$ cat src/rtl/uart_cmd_responder_if.sv
// ---------------------------------------------------------------------------
// uart_cmd_responder_if
//   Bundles the UART byte handshake and the register-bus signals of the
//   command responder.
//   Signals (directions as seen by the responder):
//     i_rx_data / i_rx_done   received byte and its 1-cycle valid tick
//     i_tx_done               1-cycle tick: previous tx byte finished
//     o_tx_data / o_tx_start  reply byte and its 1-cycle start pulse
//     o_reg_addr              register address (read and write)
//     o_reg_wr_data           register write data
//     o_reg_wr_en             1-cycle register write strobe
//     i_reg_rd_data           register read data
//     o_busy                  responder is inside a frame or reply
//     o_err                   1-cycle error pulse
//   Modports:
//     master  the responder (drives the register bus and the tx side)
//     slave   the environment (UART core plus register space)
// ---------------------------------------------------------------------------
interface uart_cmd_responder_if #(
  parameter int N_BITS    = 8,
  parameter int DATA_BITS = 32,
  parameter int ADDR_BITS = 5
);
  logic [N_BITS-1:0]    i_rx_data;
  logic                 i_rx_done;
  logic                 i_tx_done;
  logic [N_BITS-1:0]    o_tx_data;
  logic                 o_tx_start;
  logic [ADDR_BITS-1:0] o_reg_addr;
  logic [DATA_BITS-1:0] o_reg_wr_data;
  logic                 o_reg_wr_en;
  logic [DATA_BITS-1:0] i_reg_rd_data;
  logic                 o_busy;
  logic                 o_err;

  modport master (
    input  i_rx_data, i_rx_done, i_tx_done, i_reg_rd_data,
    output o_tx_data, o_tx_start, o_reg_addr, o_reg_wr_data, o_reg_wr_en,
           o_busy, o_err
  );

  modport slave (
    output i_rx_data, i_rx_done, i_tx_done, i_reg_rd_data,
    input  o_tx_data, o_tx_start, o_reg_addr, o_reg_wr_data, o_reg_wr_en,
           o_busy, o_err
  );
endinterface

$ cat src/rtl/uart_cmd_responder.sv
// ---------------------------------------------------------------------------
// uart_cmd_responder
//   Host-facing end of the UART link. Parses READ (0x01, ADDR) and
//   WRITE (0x02, ADDR, D0..Dn, LSB first) frames from received bytes, issues
//   register-bus reads/writes and sends reply bytes through the tx
//   start/done handshake.
//     READ  -> DATA_BITS/N_BITS reply bytes of the register, LSB first
//     WRITE -> one write strobe, reply 0xAA
//     bad opcode / bad address -> reply 0xEE with an o_err pulse
//     inter-byte silence of TIMEOUT_CYCLES inside a frame -> o_err, no reply
//   Ports:
//     i_clock  system clock
//     i_reset  asynchronous, active-high reset
//     bus      uart_cmd_responder_if.master (UART byte and register bus side)
// ---------------------------------------------------------------------------
module uart_cmd_responder #(
  parameter int N_BITS         = 8,
  parameter int DATA_BITS      = 32,
  parameter int ADDR_BITS      = 5,
  parameter int TIMEOUT_CYCLES = 50000
) (
  input  logic                  i_clock,
  input  logic                  i_reset,
  uart_cmd_responder_if.master  bus
);

  localparam int N_BYTES = DATA_BITS / N_BITS;
  localparam int CNT_W   = $clog2(N_BYTES + 1);
  localparam int TO_W    = $clog2(TIMEOUT_CYCLES + 1);

  localparam logic [N_BITS-1:0] OP_READ   = N_BITS'(8'h01);
  localparam logic [N_BITS-1:0] OP_WRITE  = N_BITS'(8'h02);
  localparam logic [N_BITS-1:0] REPLY_ACK = N_BITS'(8'hAA);
  localparam logic [N_BITS-1:0] REPLY_ERR = N_BITS'(8'hEE);

  typedef enum logic [2:0] {
    S_IDLE,
    S_GET_ADDR,
    S_GET_DATA,
    S_WR_STROBE,
    S_RD_FETCH,
    S_LOAD_REPLY,
    S_WAIT_TX
  } state_t;

  state_t               state_q,      state_d;
  logic                 is_write_q,   is_write_d;
  logic                 addr_bad_q,   addr_bad_d;
  logic [ADDR_BITS-1:0] addr_q,       addr_d;
  logic [DATA_BITS-1:0] wr_data_q,    wr_data_d;
  logic [DATA_BITS-1:0] shift_q,      shift_d;
  logic [CNT_W-1:0]     byte_cnt_q,   byte_cnt_d;
  logic [CNT_W-1:0]     reply_left_q, reply_left_d;
  logic [TO_W-1:0]      tout_q,       tout_d;
  logic [N_BITS-1:0]    tx_data_q,    tx_data_d;
  logic                 err_q,        err_d;

  logic                 tout_hit;
  logic                 rx_addr_bad;

  assign tout_hit    = (tout_q == TO_W'(TIMEOUT_CYCLES - 1));
  // Any set bit above the implemented address width makes the address invalid.
  assign rx_addr_bad = ((bus.i_rx_data >> ADDR_BITS) != '0);

  always_ff @(posedge i_clock or posedge i_reset) begin
    if (i_reset) begin
      state_q      <= S_IDLE;
      is_write_q   <= 1'b0;
      addr_bad_q   <= 1'b0;
      addr_q       <= '0;
      wr_data_q    <= '0;
      shift_q      <= '0;
      byte_cnt_q   <= '0;
      reply_left_q <= '0;
      tout_q       <= '0;
      tx_data_q    <= '0;
      err_q        <= 1'b0;
    end else begin
      state_q      <= state_d;
      is_write_q   <= is_write_d;
      addr_bad_q   <= addr_bad_d;
      addr_q       <= addr_d;
      wr_data_q    <= wr_data_d;
      shift_q      <= shift_d;
      byte_cnt_q   <= byte_cnt_d;
      reply_left_q <= reply_left_d;
      tout_q       <= tout_d;
      tx_data_q    <= tx_data_d;
      err_q        <= err_d;
    end
  end

  always_comb begin
    state_d      = state_q;
    is_write_d   = is_write_q;
    addr_bad_d   = addr_bad_q;
    addr_d       = addr_q;
    wr_data_d    = wr_data_q;
    shift_d      = shift_q;
    byte_cnt_d   = byte_cnt_q;
    reply_left_d = reply_left_q;
    tout_d       = '0;
    tx_data_d    = tx_data_q;
    err_d        = 1'b0;

    case (state_q)
      S_IDLE: begin
        byte_cnt_d = '0;
        if (bus.i_rx_done) begin
          if (bus.i_rx_data == OP_READ || bus.i_rx_data == OP_WRITE) begin
            is_write_d = (bus.i_rx_data == OP_WRITE);
            state_d    = S_GET_ADDR;
          end else begin
            tx_data_d    = REPLY_ERR;
            reply_left_d = '0;
            err_d        = 1'b1;
            state_d      = S_LOAD_REPLY;
          end
        end
      end

      S_GET_ADDR: begin
        if (bus.i_rx_done) begin
          addr_d     = bus.i_rx_data[ADDR_BITS-1:0];
          addr_bad_d = rx_addr_bad;
          err_d      = rx_addr_bad;
          if (is_write_q) begin
            // A bad-address write still swallows its data bytes so the
            // link stays aligned to frame boundaries.
            byte_cnt_d = '0;
            state_d    = S_GET_DATA;
          end else if (rx_addr_bad) begin
            tx_data_d    = REPLY_ERR;
            reply_left_d = '0;
            state_d      = S_LOAD_REPLY;
          end else begin
            state_d = S_RD_FETCH;
          end
        end else if (tout_hit) begin
          err_d   = 1'b1;
          state_d = S_IDLE;
        end else begin
          tout_d = tout_q + TO_W'(1);
        end
      end

      S_GET_DATA: begin
        // Completion is judged from the registered byte count, so the strobe
        // state follows one cycle after the last data byte has landed.
        if (byte_cnt_q == CNT_W'(N_BYTES)) begin
          state_d = S_WR_STROBE;
        end else if (bus.i_rx_done) begin
          for (int k = 0; k < N_BYTES; k++) begin
            if (byte_cnt_q == CNT_W'(k)) begin
              wr_data_d[k*N_BITS +: N_BITS] = bus.i_rx_data;
            end
          end
          byte_cnt_d = byte_cnt_q + CNT_W'(1);
        end else if (tout_hit) begin
          err_d   = 1'b1;
          state_d = S_IDLE;
        end else begin
          tout_d = tout_q + TO_W'(1);
        end
      end

      S_WR_STROBE: begin
        tx_data_d    = addr_bad_q ? REPLY_ERR : REPLY_ACK;
        reply_left_d = '0;
        state_d      = S_LOAD_REPLY;
      end

      S_RD_FETCH: begin
        // Address has been stable for this whole cycle, so read data is valid.
        shift_d      = bus.i_reg_rd_data;
        tx_data_d    = bus.i_reg_rd_data[N_BITS-1:0];
        reply_left_d = CNT_W'(N_BYTES - 1);
        state_d      = S_LOAD_REPLY;
      end

      S_LOAD_REPLY: begin
        state_d = S_WAIT_TX;
      end

      S_WAIT_TX: begin
        if (bus.i_tx_done) begin
          if (reply_left_q != '0) begin
            shift_d      = shift_q >> N_BITS;
            tx_data_d    = shift_d[N_BITS-1:0];
            reply_left_d = reply_left_q - CNT_W'(1);
            state_d      = S_LOAD_REPLY;
          end else begin
            state_d = S_IDLE;
          end
        end
      end

      default: begin
        state_d = S_IDLE;
      end
    endcase
  end

  assign bus.o_tx_data     = tx_data_q;
  assign bus.o_tx_start    = (state_q == S_LOAD_REPLY);
  assign bus.o_reg_addr    = addr_q;
  assign bus.o_reg_wr_data = wr_data_q;
  assign bus.o_reg_wr_en   = (state_q == S_WR_STROBE) && !addr_bad_q;
  assign bus.o_busy        = (state_q != S_IDLE);
  assign bus.o_err         = err_q;

endmodule

$ cat src/flat_wrapper.sv
// flat-port wrapper written by rule: the top's interface ports become plain ports
module uart_cmd_responder_flat 
#(
  parameter int N_BITS         = 8,
  parameter int DATA_BITS      = 32,
  parameter int ADDR_BITS      = 5,
  parameter int TIMEOUT_CYCLES = 50000
)
  (i_clock, i_reset, bus_i_rx_data, bus_i_rx_done, bus_i_tx_done, bus_i_reg_rd_data, bus_o_tx_data, bus_o_tx_start, bus_o_reg_addr, bus_o_reg_wr_data, bus_o_reg_wr_en, bus_o_busy, bus_o_err);
  uart_cmd_responder_if #(.N_BITS(N_BITS), .DATA_BITS(DATA_BITS), .ADDR_BITS(ADDR_BITS)) bus_i ();
  input  logic i_clock;
  input  logic i_reset;
  input wire logic [$bits(bus_i.i_rx_data)-1:0] bus_i_rx_data;
  input wire logic [$bits(bus_i.i_rx_done)-1:0] bus_i_rx_done;
  input wire logic [$bits(bus_i.i_tx_done)-1:0] bus_i_tx_done;
  input wire logic [$bits(bus_i.i_reg_rd_data)-1:0] bus_i_reg_rd_data;
  output wire logic [$bits(bus_i.o_tx_data)-1:0] bus_o_tx_data;
  output wire logic [$bits(bus_i.o_tx_start)-1:0] bus_o_tx_start;
  output wire logic [$bits(bus_i.o_reg_addr)-1:0] bus_o_reg_addr;
  output wire logic [$bits(bus_i.o_reg_wr_data)-1:0] bus_o_reg_wr_data;
  output wire logic [$bits(bus_i.o_reg_wr_en)-1:0] bus_o_reg_wr_en;
  output wire logic [$bits(bus_i.o_busy)-1:0] bus_o_busy;
  output wire logic [$bits(bus_i.o_err)-1:0] bus_o_err;
  assign bus_i.i_rx_data = bus_i_rx_data;
  assign bus_i.i_rx_done = bus_i_rx_done;
  assign bus_i.i_tx_done = bus_i_tx_done;
  assign bus_i.i_reg_rd_data = bus_i_reg_rd_data;
  assign bus_o_tx_data = bus_i.o_tx_data;
  assign bus_o_tx_start = bus_i.o_tx_start;
  assign bus_o_reg_addr = bus_i.o_reg_addr;
  assign bus_o_reg_wr_data = bus_i.o_reg_wr_data;
  assign bus_o_reg_wr_en = bus_i.o_reg_wr_en;
  assign bus_o_busy = bus_i.o_busy;
  assign bus_o_err = bus_i.o_err;
  uart_cmd_responder #(.N_BITS(N_BITS), .DATA_BITS(DATA_BITS), .ADDR_BITS(ADDR_BITS), .TIMEOUT_CYCLES(TIMEOUT_CYCLES)) u_core (.i_clock(i_clock), .i_reset(i_reset), .bus(bus_i));
endmodule
$ cat config.mk
export PLATFORM = sky130hd
export DESIGN_NAME = uart_cmd_responder_flat
export DESIGN_NICKNAME = d
export VERILOG_FILES = /design/src/rtl/uart_cmd_responder_if.sv /design/src/rtl/uart_cmd_responder.sv /design/src/flat_wrapper.sv
export SDC_FILE = /design/constraint.sdc
export NUM_CORES = 1
export LEC_CHECK = 0
export CAP_MARGIN = 5
export CELL_PAD_IN_SITES_DETAIL_PLACEMENT = 1
export CELL_PAD_IN_SITES_GLOBAL_PLACEMENT = 1
export CORE_MARGIN = 2
export CORE_UTILIZATION = 44
export CTS_CLUSTER_SIZE = 12
export DETAILED_ROUTE_END_ITERATION = 10
export GPL_ROUTABILITY_DRIVEN = 0
export GPL_TIMING_DRIVEN = 1
export HOLD_SLACK_MARGIN = 0.02
export MAX_ROUTING_LAYER = met4
export PLACE_DENSITY_LB_ADDON = 0.15
export SYNTH_ARGS = -nofsm -noshare
export SYNTH_HDL_FRONTEND = slang
export SYNTH_SLANG_ARGS = --single-unit
$ cat constraint.sdc
create_clock -name i_clock -period 4.8 [get_ports i_clock]
set_input_delay 0.72 -clock i_clock [delete_from_list [all_inputs] [get_ports i_clock]]
set_output_delay 0.72 -clock i_clock [all_outputs]
set_load 0.01 [all_outputs]
==> flow_summary.ini <==
[run_status]
status = finished, final reports clean

[sta]
min_period_over_period_pct = 61.96
clock_skew_ps = 8.267
hold_viol_final = 0
finalSetupViolCount = 0
period_minus_slack_ps = 2974
worstMarginPinSlew_ps = 1019
fmax_ghz = 0.3362
max-slew-margin-rel_pct = 31.78
rsz0062_at_grt = no
drv_slew = 0
fin_tns_setup_ps = 0

[clocking]
max-clock-path-buffers = 2
cts_tree = yes
h-tree-depth = 3
clkLatencyLatePin_ps = 360
cts_buffers = 9
root_buffer = clkbuf_8
clkSinkCount = 97
cts_resized = 0
path_clk_slew_ps = 90
postCtsSetupRepairBufs = 0
holdBufCountCts = 0

[synth]
syn_area_um2 = 4631
synth_edf_count = 0
async_reset_ff_share_pct = 100.0
netlist.area_leader.share_pct = 52.42
synth.area.top_cells = dfrtp_1 (52%), mux2_2 (11%), mux2i_1 (5.6%), nor2_1 (2.8%), a21oi_1 (2.7%)
yosys_warnings = 0
synth.most_common_cell = dfrtp_1
synth_area_per_cell_um2 = 11.35
synth_cells = 408
synth.distinct_cells = 53
ys.flop_type = dfrtp_1
syn-num-nets = 460
synth_commonest_cells = dfrtp_1 (97), mux2_2 (47), nor2_1 (35), mux2i_1 (26), a21oi_1 (25)
ys_ff_latch = 97
synth_top_cell_by_area = dfrtp_1
yosysSeqAreaShare_pct = 52.42

[final_layout]
antennaDiodeCount = 0
layout.nets = 549
synthToLayoutAreaGrowth_pct = 26.45
drive_gt1_share_pct = 15.77

[floorplanning]
row_count = 37
die_y_um = 106.6
core_area_um2 = 10280
initial_core_util_pct = 45.06
chipWidth_um = 106.6
die_area_um2 = 11360
io_pins = 93

[global_routing]
grt_start_max_net_pins = 71
grt_overflow = 0
grt_use_total_pct = 21.39
grt_pass1_vias = 3761
antenna_found_initial = 0
grt_pass1_wl_mm = 18.58

[worst_setup_path]
max_stage_delay_ps = 860
required_ps = 5040
crit_buf_inv = 2
cpMaxStageDelayCell = o211ai_1
start_kind = flip-flop
crit_arrival_ps = 3220
path_cells = buf_4, a21oi_4, buf_4, o211ai_1, mux2_2
crit_path_frequent_cell = buf_4
cp_max_fo = 43
cp_top_family = compound AO/OA/AOI/OAI gates
critical_path_class = flip-flop to flip-flop
critPathCaptureType = flip-flop

[drt]
wl_per_cell_um = 17.48
ant_nets = 0
drc = 0
drt_iter0_markers = 140
viasPerCell = 5.331
drtPass1Iterations = 4
num_vias = 3396
wl_mm = 11.14

[pwr]
irDropWorstVdd_mv = 0.1982
finalPower_mw = 2.927
powerDensity_nw_per_um2 = 499.8
leakagePower_nw = 2.563

[place]
post-dp-hpwl_mm = 8.010
port-buffer-count = 92

[worst_hold_path]
hold_class = flip-flop to flip-flop

[run]
max_cap_viol_count = 0
==> sequential cells by signal, summed over array words and instances (netlist names) <==
| name | count |
|---|---|
| u_core.addr_bad_q | 1 |
| u_core.bus.o_reg_wr_data | 32 |
| u_core.shift_q | 24 |
| u_core.byte_cnt_q | 3 |
| u_core.is_write_q | 1 |
| u_core.bus.o_tx_data | 8 |
| u_core.bus.o_reg_addr | 5 |
| u_core.tout_q | 16 |
| u_core.bus.o_err | 1 |
| u_core.state_q | 3 |
| u_core.reply_left_q | 3 |
==> path summary, 6_finish.rpt <==
kind                                    from                           end  slack [ps]  depth (start not counted)
max                        u_core.state_q[1]       u_core.bus.o_tx_data[4]        1830                          5
min reg2reg                 u_core.tout_q[0]              u_core.tout_q[0]         470                          1
max in group asynchronous            i_reset             u_core.tout_q[10]        3030                          3
max reg2reg                u_core.state_q[1]       u_core.bus.o_tx_data[4]        1830                          5
min                         u_core.tout_q[0]              u_core.tout_q[0]         470                          1
min in group asynchronous            i_reset  u_core.bus.o_reg_wr_data[12]         880                          2
==> power breakdown <==
| part | switching, mW | internal, mW | leakage (nW) |
|---|---|---|---|
| logic | 0.557 | 0.607 | 1.25 |
| registers | 0.185 | 1.06 | 1.22 |
| clock network | 0.279 | 0.239 | 0.0864 |
==> cell families (layout without fill, tap and decap cells) <==
kind of cell | Yosys count | after routing | share of synthesized area, %
AOI/OAI and AO/OA | 63 | 63 | 8.403
DFF | 97 | 97 | 52.42
and+or+nand+nor | 119 | 119 | 14.56
buffers and inverters | 38 | 131 | 3.512
muxes | 73 | 73 | 17.05
adders and majority gates | 8 | 8 | 2.162
xor gates and xnor gates | 10 | 10 | 1.891
==> routing by layer <==
layer	routed length [um]	vias to the layer above	GRT usage (%)
met5	0	-	-
met2	5628	49	35.90
li1	-	1612	-
met1	5051	1723	26.70
met4	159	0	7.328
met3	297	12	3.100
==> placed cells by master, fill, tap and decap left out, types with 2 or more instances in the layout <==
cell / n
dfrtp_1: 97
clkdlybuf4s50_1: 92
mux2_2: 47
nor2_1: 35
mux2i_1: 26
a21oi_1: 25
o21ai_0: 19
inv_1: 18
nand2_1: 17
nand3b_1: 10
clkbuf_8: 9
ha_1: 8
nand4_1: 7
nor3_1: 6
xor2_1: 6
and3_1: 6
nor2b_1: 5
nand3_1: 5
buf_4: 5
nand2b_1: 4
xnor2_1: 4
nand3_2: 3
and2_1: 3
nor4bb_1: 3
or3_1: 3
clkbuf_1: 3
a22o_1: 2
o221ai_1: 2
and4_1: 2
a21o_1: 2
==> layout make-up <==
type | count | area [um2]
clock buffers | 12 | 135.1
clock inverters | 3 | 42.54
fillers | 1135 | 4422
inverters | 19 | 73.82
multi-input cells | 273 | 2048
flip-flops and latches | 97 | 2427
well taps | 136 | 170.2
repair buffers | 97 | 958.4
==> through the flow <==
stage	hold WS, ps	area [um2]	setup WS [ps]	utilization (%)	instances
floorplan	423.9	4631	1546	-	408
global placement	439.7	5678	1749	55.25	622
detailed placement	451.0	5678	1667	55.25	622
CTS	484.6	5856	1786	56.98	637
global route	510.2	5856	1611	56.98	637
finish	473.3	5856	1826	56.98	637
(Power assumes the default switching activity.)
